--- config.mk ---
export PLATFORM = sky130hd
export DESIGN_NAME = adc_edge_trigger
export DESIGN_NICKNAME = d
export VERILOG_FILES = /design/src/rtl/adc_edge_trigger.sv
export SDC_FILE = /design/constraint.sdc
export NUM_CORES = 1
export LEC_CHECK = 0
export ABC_AREA = 1
export CORE_ASPECT_RATIO = 1.75
export CORE_MARGIN = 2
export CORE_UTILIZATION = 24
export CTS_BUF_LIST = sky130_fd_sc_hd__clkbuf_2
export DETAILED_ROUTE_END_ITERATION = 10
export PLACE_DENSITY = 0.46
export REMOVE_ABC_BUFFERS = 1
export SYNTH_ARGS = -nofsm -noshare
export SYNTH_HDL_FRONTEND = slang
export SYNTH_SLANG_ARGS = --single-unit
--- constraint.sdc ---
create_clock -name divclk -period 5.4 [get_ports divclk]
set_input_delay 1.08 -clock divclk [delete_from_list [all_inputs] [get_ports divclk]]
set_output_delay 1.08 -clock divclk [all_outputs]
set_load 0.02 [all_outputs]
--- src/rtl/adc_edge_trigger.sv ---
// adc_edge_trigger: edge trigger for an 8-lane ADC word stream with hysteresis,
// holdoff and single-shot or auto re-arm.
//
// Ports
//   divclk          in   ADC word clock; all logic on the rising edge
//   rst             in   synchronous active-high reset
//   adc_data[63:0]  in   8 signed samples, lane i = [8i+7:8i], lane 0 oldest
//   data_valid      in   adc_data valid this cycle
//   trig_level[7:0] in   signed threshold
//   trig_hyst[7:0]  in   unsigned hysteresis
//   trig_falling    in   0 = rising edge, 1 = falling edge
//   trig_auto       in   0 = single-shot, 1 = auto re-arm after holdoff
//   holdoff         in   post-trigger dead time in valid words
//   arm, disarm     in   single-cycle commands (disarm wins)
//   data_out[63:0]  out  adc_data delayed one cycle
//   data_out_valid  out  data_valid delayed one cycle
//   trig_pulse      out  one-cycle strobe aligned with the word in data_out
//   trig_lane[2:0]  out  lane of the trigger sample, held until next trigger
//   armed           out  high while priming or armed
//   trig_count      out  saturating trigger count since reset
module adc_edge_trigger #(
    parameter int unsigned HOLDOFF_W = 16
) (
    input  logic                 divclk,
    input  logic                 rst,
    input  logic [63:0]          adc_data,
    input  logic                 data_valid,
    input  logic signed [7:0]    trig_level,
    input  logic [7:0]           trig_hyst,
    input  logic                 trig_falling,
    input  logic                 trig_auto,
    input  logic [HOLDOFF_W-1:0] holdoff,
    input  logic                 arm,
    input  logic                 disarm,
    output logic [63:0]          data_out,
    output logic                 data_out_valid,
    output logic                 trig_pulse,
    output logic [2:0]           trig_lane,
    output logic                 armed,
    output logic [31:0]          trig_count
);

    typedef enum logic [1:0] {StIdle, StPrime, StArmed, StHoldoff} state_e;

    state_e               state_q, state_d;
    logic                 primed_q, primed_d;
    logic [HOLDOFF_W-1:0] hold_q, hold_d;
    logic [63:0]          data_q;
    logic                 dv_q;
    logic                 pulse_q, pulse_d;
    logic [2:0]           lane_q, lane_d;
    logic [31:0]          count_q, count_d;

    // Thresholds are formed 10 bits wide so level +/- hyst cannot wrap before
    // being clamped back into the 8-bit sample range.
    logic signed [9:0] level_w, hyst_w, lo_wide, hi_wide;
    logic signed [7:0] lo, hi;

    always_comb begin
        level_w = {{2{trig_level[7]}}, trig_level};
        hyst_w  = {2'b00, trig_hyst};
        lo_wide = level_w - hyst_w;
        hi_wide = level_w + hyst_w;
        lo      = (lo_wide < -10'sd128) ? -8'sd128 : lo_wide[7:0];
        hi      = (hi_wide > 10'sd127)  ? 8'sd127  : hi_wide[7:0];
    end

    // Walk the lanes oldest first. A lane may only fire if an earlier lane
    // (or an earlier word) primed; the priming lane itself cannot fire.
    logic       fire;
    logic [2:0] fire_lane;
    logic       primed_w;

    always_comb begin
        logic signed [7:0] s;
        logic              prime_c, fire_c;
        fire      = 1'b0;
        fire_lane = 3'd0;
        primed_w  = primed_q;
        s         = '0;
        prime_c   = 1'b0;
        fire_c    = 1'b0;
        for (int i = 0; i < 8; i++) begin
            s       = adc_data[8*i +: 8];
            prime_c = trig_falling ? (s >= hi) : (s <= lo);
            fire_c  = trig_falling ? (s <= trig_level) : (s >= trig_level);
            if (!fire) begin
                if (primed_w && fire_c) begin
                    fire      = 1'b1;
                    fire_lane = 3'(i);
                end else if (prime_c) begin
                    primed_w = 1'b1;
                end
            end
        end
    end

    always_comb begin
        state_d  = state_q;
        primed_d = primed_q;
        hold_d   = hold_q;
        pulse_d  = 1'b0;
        lane_d   = lane_q;
        count_d  = count_q;

        unique case (state_q)
            StIdle: begin
                if (arm) begin
                    state_d  = StPrime;
                    primed_d = 1'b0;
                end
            end
            StPrime, StArmed: begin
                if (data_valid) begin
                    if (fire) begin
                        pulse_d  = 1'b1;
                        lane_d   = fire_lane;
                        count_d  = (count_q == 32'hFFFF_FFFF) ? count_q : count_q + 32'd1;
                        state_d  = StHoldoff;
                        hold_d   = holdoff;
                        primed_d = 1'b0;
                    end else begin
                        primed_d = primed_w;
                        if (primed_w) begin
                            state_d = StArmed;
                        end
                    end
                end
            end
            StHoldoff: begin
                if (data_valid) begin
                    if (hold_q == '0) begin
                        state_d  = trig_auto ? StPrime : StIdle;
                        primed_d = 1'b0;
                    end else begin
                        hold_d = hold_q - HOLDOFF_W'(1);
                    end
                end
            end
            default: begin
                state_d = StIdle;
            end
        endcase

        // Disarm overrides everything, including a fire in the same word.
        if (disarm) begin
            state_d  = StIdle;
            primed_d = 1'b0;
            hold_d   = '0;
            pulse_d  = 1'b0;
            lane_d   = lane_q;
            count_d  = count_q;
        end
    end

    always_ff @(posedge divclk) begin
        if (rst) begin
            state_q  <= StIdle;
            primed_q <= 1'b0;
            hold_q   <= '0;
            data_q   <= '0;
            dv_q     <= 1'b0;
            pulse_q  <= 1'b0;
            lane_q   <= 3'd0;
            count_q  <= 32'd0;
        end else begin
            state_q  <= state_d;
            primed_q <= primed_d;
            hold_q   <= hold_d;
            data_q   <= adc_data;
            dv_q     <= data_valid;
            pulse_q  <= pulse_d;
            lane_q   <= lane_d;
            count_q  <= count_d;
        end
    end

    assign data_out       = data_q;
    assign data_out_valid = dv_q;
    assign trig_pulse     = pulse_q;
    assign trig_lane      = lane_q;
    assign armed          = (state_q == StPrime) || (state_q == StArmed);
    assign trig_count     = count_q;

endmodule

==> impl_summary.log <==
[metrics] run status: complete, no violations
[metrics] count of standard-cell rows: 105
[metrics] proportion of power drawn by the clock network: 19.6%
[metrics] post-route insts no fill: 2536
[metrics] number of global-route vias before repair: 12000
[metrics] Final Max Tran Viols: 0
[metrics] data arrival time of the worst path: 6090 ps
[metrics] number of storage elements in the synthesis netlist: 120
[metrics] Pre-antenna DRT Iters: 5
[metrics] Total Routed Length: 45100 um
[metrics] Initial Utilization: 24.3%
[metrics] kind of cell adding the most delay to the critical path: simple AND/OR/NAND/NOR gates
[metrics] final setup skew: 36.2 ps
[metrics] total global routing overflow: 0
[metrics] most common cell type on the critical path: sky130_fd_sc_hd__nand2_1
[metrics] I/O Buffers: 204
[metrics] top-level I/O count: 205
[metrics] sw frac: 44.6%
[metrics] synth top area cells: sky130_fd_sc_hd__ha_1 22%, sky130_fd_sc_hd__dfxtp_1 21%, sky130_fd_sc_hd__nand2_1 8.7%
[metrics] H-Tree Depth: 4
[metrics] Ys Warns: 0
[metrics] post-synth top area share: 21.8%
[metrics] worst skew pair latency: 860 ps
[metrics] CP max stage delay: 480 ps
[metrics] buffers plus inverters on the worst setup path: 6
[metrics] Routability Congestion: 0.902
[metrics] mean instance size in the synthesized netlist: 7.16 um^2
[metrics] Hold Crit Class: reg2reg
[metrics] via-per-instance ratio: 4.70
[metrics] cell with the largest stage delay on the worst path: sky130_fd_sc_hd__clkdlybuf4s50_1
[metrics] register area share after synthesis: 21.2%
[metrics] 1st-iter DRT viols: 614
[metrics] die boundary height: 292 um
[metrics] wire length of the first global-routing pass: 68000 um
[metrics] Fin. Hold Viols: 0
[metrics] maximum number of pins on one net before global-route repair: 56
[metrics] type of the worst setup path: in2reg
[metrics] worst hold margin: 519 ps
[metrics] Critical Path Source Type: input pin
[metrics] antenna violations before repair: 3
[metrics] total CTS buffers: 17
[metrics] Clk pin slew, worst setup/hold paths: 250 ps
[metrics] area of the core: 46800 um^2
[metrics] number of DRC violations after detailed routing: 0
[metrics] peak supply drop: 90.9 uV
[metrics] routed wirelength normalized by instance count: 17.8 um
[metrics] type of destination of the critical path: flop
[metrics] final count of negative-setup-slack endpoints: 0
[metrics] reported leakage power: 7.34 nW
[metrics] portion of total power attributed to sequential cells: 28.2%
[metrics] cell-internal power: 1.84 mW
[metrics] die outline width: 168 um
[metrics] via count: 11900
[metrics] data required time of the worst path: 6200 ps
[metrics] cell accounting for the most synthesized area: sky130_fd_sc_hd__ha_1
[metrics] reported max-cap violation count: 0
[metrics] net count reported at finish: 2235
[metrics] NetSw: 1.48 mW
[metrics] Cell Area, Synth: 11300 um^2
[metrics] fraction of registers with async set/reset: 0%
[metrics] half-perimeter wire length after placement: 36700 um
[metrics] fraction of final layout cells with drive strength greater than 1: 17.1%
[metrics] relative slew slack: 33.2%
[metrics] Primary FF master, synth: sky130_fd_sc_hd__dfxtp_1
[metrics] final total negative setup slack: 0 ps
[metrics] area of the die: 49100 um^2
[metrics] CTS tree: yes
[metrics] total placed cells including tap cells: 2492
[metrics] GRT Total Usage: 18.3%
[metrics] post-route antenna net violation count: 0
[metrics] final core utilization: 33.4%
[metrics] Syn Inst Count: 1584
[metrics] count of flip-flops with a built-in enable after synthesis: 0
[metrics] power share of the combinational group: 52.1%
[metrics] shortest clock period the worst path allows after layout: 5290 ps
[metrics] total power draw: 3.32 mW
[metrics] power per standard cell area: 212 nW/um^2
[metrics] maximum operating frequency: 0.189 GHz
[metrics] # clock sinks: 120
[metrics] distinct cell type count after synthesis: 55
[metrics] maximum count of clock buffers along a single path: 2
[metrics] Root Buffer Master: sky130_fd_sc_hd__clkbuf_2
[metrics] post-synthesis to final-layout area growth: 37.5%
[metrics] Layout fillers: 5051
[metrics] CP max FO: 8
[metrics] count of hold-fix buffers inserted at cts: 0
[metrics] Tcrit/Tclk final: 97.9%
[metrics] Tightest Pin Transition: 999 ps
state kept, by name, summed over array words and instances, names as in the netlist:
name            count
hold_q             16
data_out_valid      1
state_q             2
primed_q            1
trig_pulse          1
trig_lane           3
trig_count         32
data_out           64
placed cells by master (no fill, tap or decap), types with 5 or more instances in the layout:
cell type | Yosys | final
sky130_fd_sc_hd__nand2_4 | 7 | 7
sky130_fd_sc_hd__dfxtp_1 | 120 | 120
sky130_fd_sc_hd__inv_2 | 9 | 12
sky130_fd_sc_hd__inv_8 | 0 | 6
sky130_fd_sc_hd__nand3_4 | 4 | 6
sky130_fd_sc_hd__a211oi_1 | 5 | 5
sky130_fd_sc_hd__nand2_2 | 41 | 45
sky130_fd_sc_hd__nor3_1 | 24 | 23
sky130_fd_sc_hd__xor2_1 | 47 | 47
sky130_fd_sc_hd__inv_1 | 220 | 217
sky130_fd_sc_hd__nand3_2 | 9 | 7
sky130_fd_sc_hd__clkdlybuf4s50_1 | 0 | 200
sky130_fd_sc_hd__o21ai_0 | 52 | 41
sky130_fd_sc_hd__nor2_1 | 200 | 199
sky130_fd_sc_hd__ha_4 | 0 | 5
sky130_fd_sc_hd__a21oi_2 | 31 | 32
sky130_fd_sc_hd__o21ai_1 | 4 | 14
sky130_fd_sc_hd__buf_12 | 3 | 7
sky130_fd_sc_hd__nor4_1 | 11 | 11
sky130_fd_sc_hd__nand3_1 | 47 | 47
sky130_fd_sc_hd__ha_1 | 198 | 193
sky130_fd_sc_hd__clkbuf_2 | 0 | 17
sky130_fd_sc_hd__nand2_1 | 263 | 259
sky130_fd_sc_hd__buf_4 | 2 | 151
sky130_fd_sc_hd__nand4_1 | 73 | 73
sky130_fd_sc_hd__a31oi_1 | 13 | 13
sky130_fd_sc_hd__xnor2_1 | 9 | 9
sky130_fd_sc_hd__a21oi_1 | 104 | 101
metrics by stage:
stage	setup WS, ps	cell area (um^2)
2_1_floorplan	-445	11100
3_3_place_gp	-1040	15100
3_5_place_dp	-1080	15100
4_1_cts	16.4	15300
5_1_grt	-122	15600
6_report	112	15600
repair_timing:
action,CTS,global route
gates resized for setup,2,44
endpoints found under the setup margin,47,55
setup buffers,0,6
pin swaps,0,15
cloned,0,3
final cells by class:
class	instances	area [um^2]	share of cell area, %
Multi-Input combinational cell	1198	7960	51.0
Timing Repair Buffer	365	3400	21.8
Sequential cell	120	2400	15.4
Inverter	230	866	5.55
Tap cell	588	736	4.71
Clock inverter	15	151	0.970
Clock buffer	17	85.1	0.545
Antenna cell	3	7.51	0.0481
power groups by stage:
stage	clock [mW]	sequential [mW]	combinational, mW
after floorplan	0	0.987	0.853
after global placement	0	0.953	1.65
after detailed placement	0	0.954	1.68
after CTS	0.704	0.938	1.69
after global routing	0.730	0.941	1.92
final	0.651	0.936	1.73
per-layer routing:
metal | GRT usage (%) | wire length [um]
met5 | 0 | 13
met4 | 9.19 | 2530
met3 | 2.66 | 1400
met2 | 36.1 | 24500
met1 | 18.3 | 16600
tightest hold or removal path, cell delays in order, from the launching register on:
cell	delay (ps)
sky130_fd_sc_hd__dfxtp_1	360
sky130_fd_sc_hd__inv_1	80
sky130_fd_sc_hd__a21oi_1	70
final timing paths:
kind | from | endpoint | slack (ps) | depth (start not counted)
setup / recovery | trig_hyst[2] | trig_count[20]$_SDFFE_PP0P_ | 110 | 37
setup reg to reg | trig_count[0]$_SDFFE_PP0P_ | trig_count[20]$_SDFFE_PP0P_ | 2110 | 15
hold / removal | state_q[1]$_SDFFE_PP0P_ | state_q[1]$_SDFFE_PP0P_ | 520 | 2
hold reg to reg | state_q[1]$_SDFFE_PP0P_ | state_q[1]$_SDFFE_PP0P_ | 520 | 2
synth_stat cells, types with 3 or more instances:
cell	n
sky130_fd_sc_hd__o31ai_1	6
sky130_fd_sc_hd__clkbuf_8	6
sky130_fd_sc_hd__buf_12	3
sky130_fd_sc_hd__buf_6	3
sky130_fd_sc_hd__buf_1	4
sky130_fd_sc_hd__nor3_1	24
sky130_fd_sc_hd__nand3_1	47
sky130_fd_sc_hd__nor2_4	3
sky130_fd_sc_hd__nand3_4	4
sky130_fd_sc_hd__inv_2	9
sky130_fd_sc_hd__a21oi_2	31
sky130_fd_sc_hd__ha_1	198
sky130_fd_sc_hd__inv_1	220
sky130_fd_sc_hd__nor2_1	200
sky130_fd_sc_hd__nand2_2	41
sky130_fd_sc_hd__nor2_8	3
sky130_fd_sc_hd__o21a_1	4
sky130_fd_sc_hd__nor4_1	11
sky130_fd_sc_hd__nand4_1	73
sky130_fd_sc_hd__o211ai_1	3
sky130_fd_sc_hd__a211oi_1	5
sky130_fd_sc_hd__o21ai_0	52
sky130_fd_sc_hd__xnor2_1	9
sky130_fd_sc_hd__a21o_1	4
sky130_fd_sc_hd__o21bai_1	3
sky130_fd_sc_hd__o22ai_1	4
sky130_fd_sc_hd__nand2_4	7
sky130_fd_sc_hd__o221ai_1	4
sky130_fd_sc_hd__o21ai_1	4
sky130_fd_sc_hd__a21oi_1	104
sky130_fd_sc_hd__mux2i_1	3
sky130_fd_sc_hd__nand3_2	9
sky130_fd_sc_hd__dfxtp_1	120
sky130_fd_sc_hd__xor2_1	47
sky130_fd_sc_hd__nand2_1	263
sky130_fd_sc_hd__clkbuf_1	15
sky130_fd_sc_hd__a31oi_1	13
cells by family (layout without fill, tap and decap cells):
group	after synthesis	in the layout	share of synthesized area (%)
other	0	3	0
adders and majority gates	201	201	22.3
and+or+nand+nor	695	695	28.9
muxes	3	3	0.265
xor gates and xnor gates	56	56	4.32
DFF	120	120	21.2
AOI/OAI and AO/OA	243	243	12.9
buffers and inverters	266	627	10.2
Note: power is estimated with default switching activity, not from simulation.
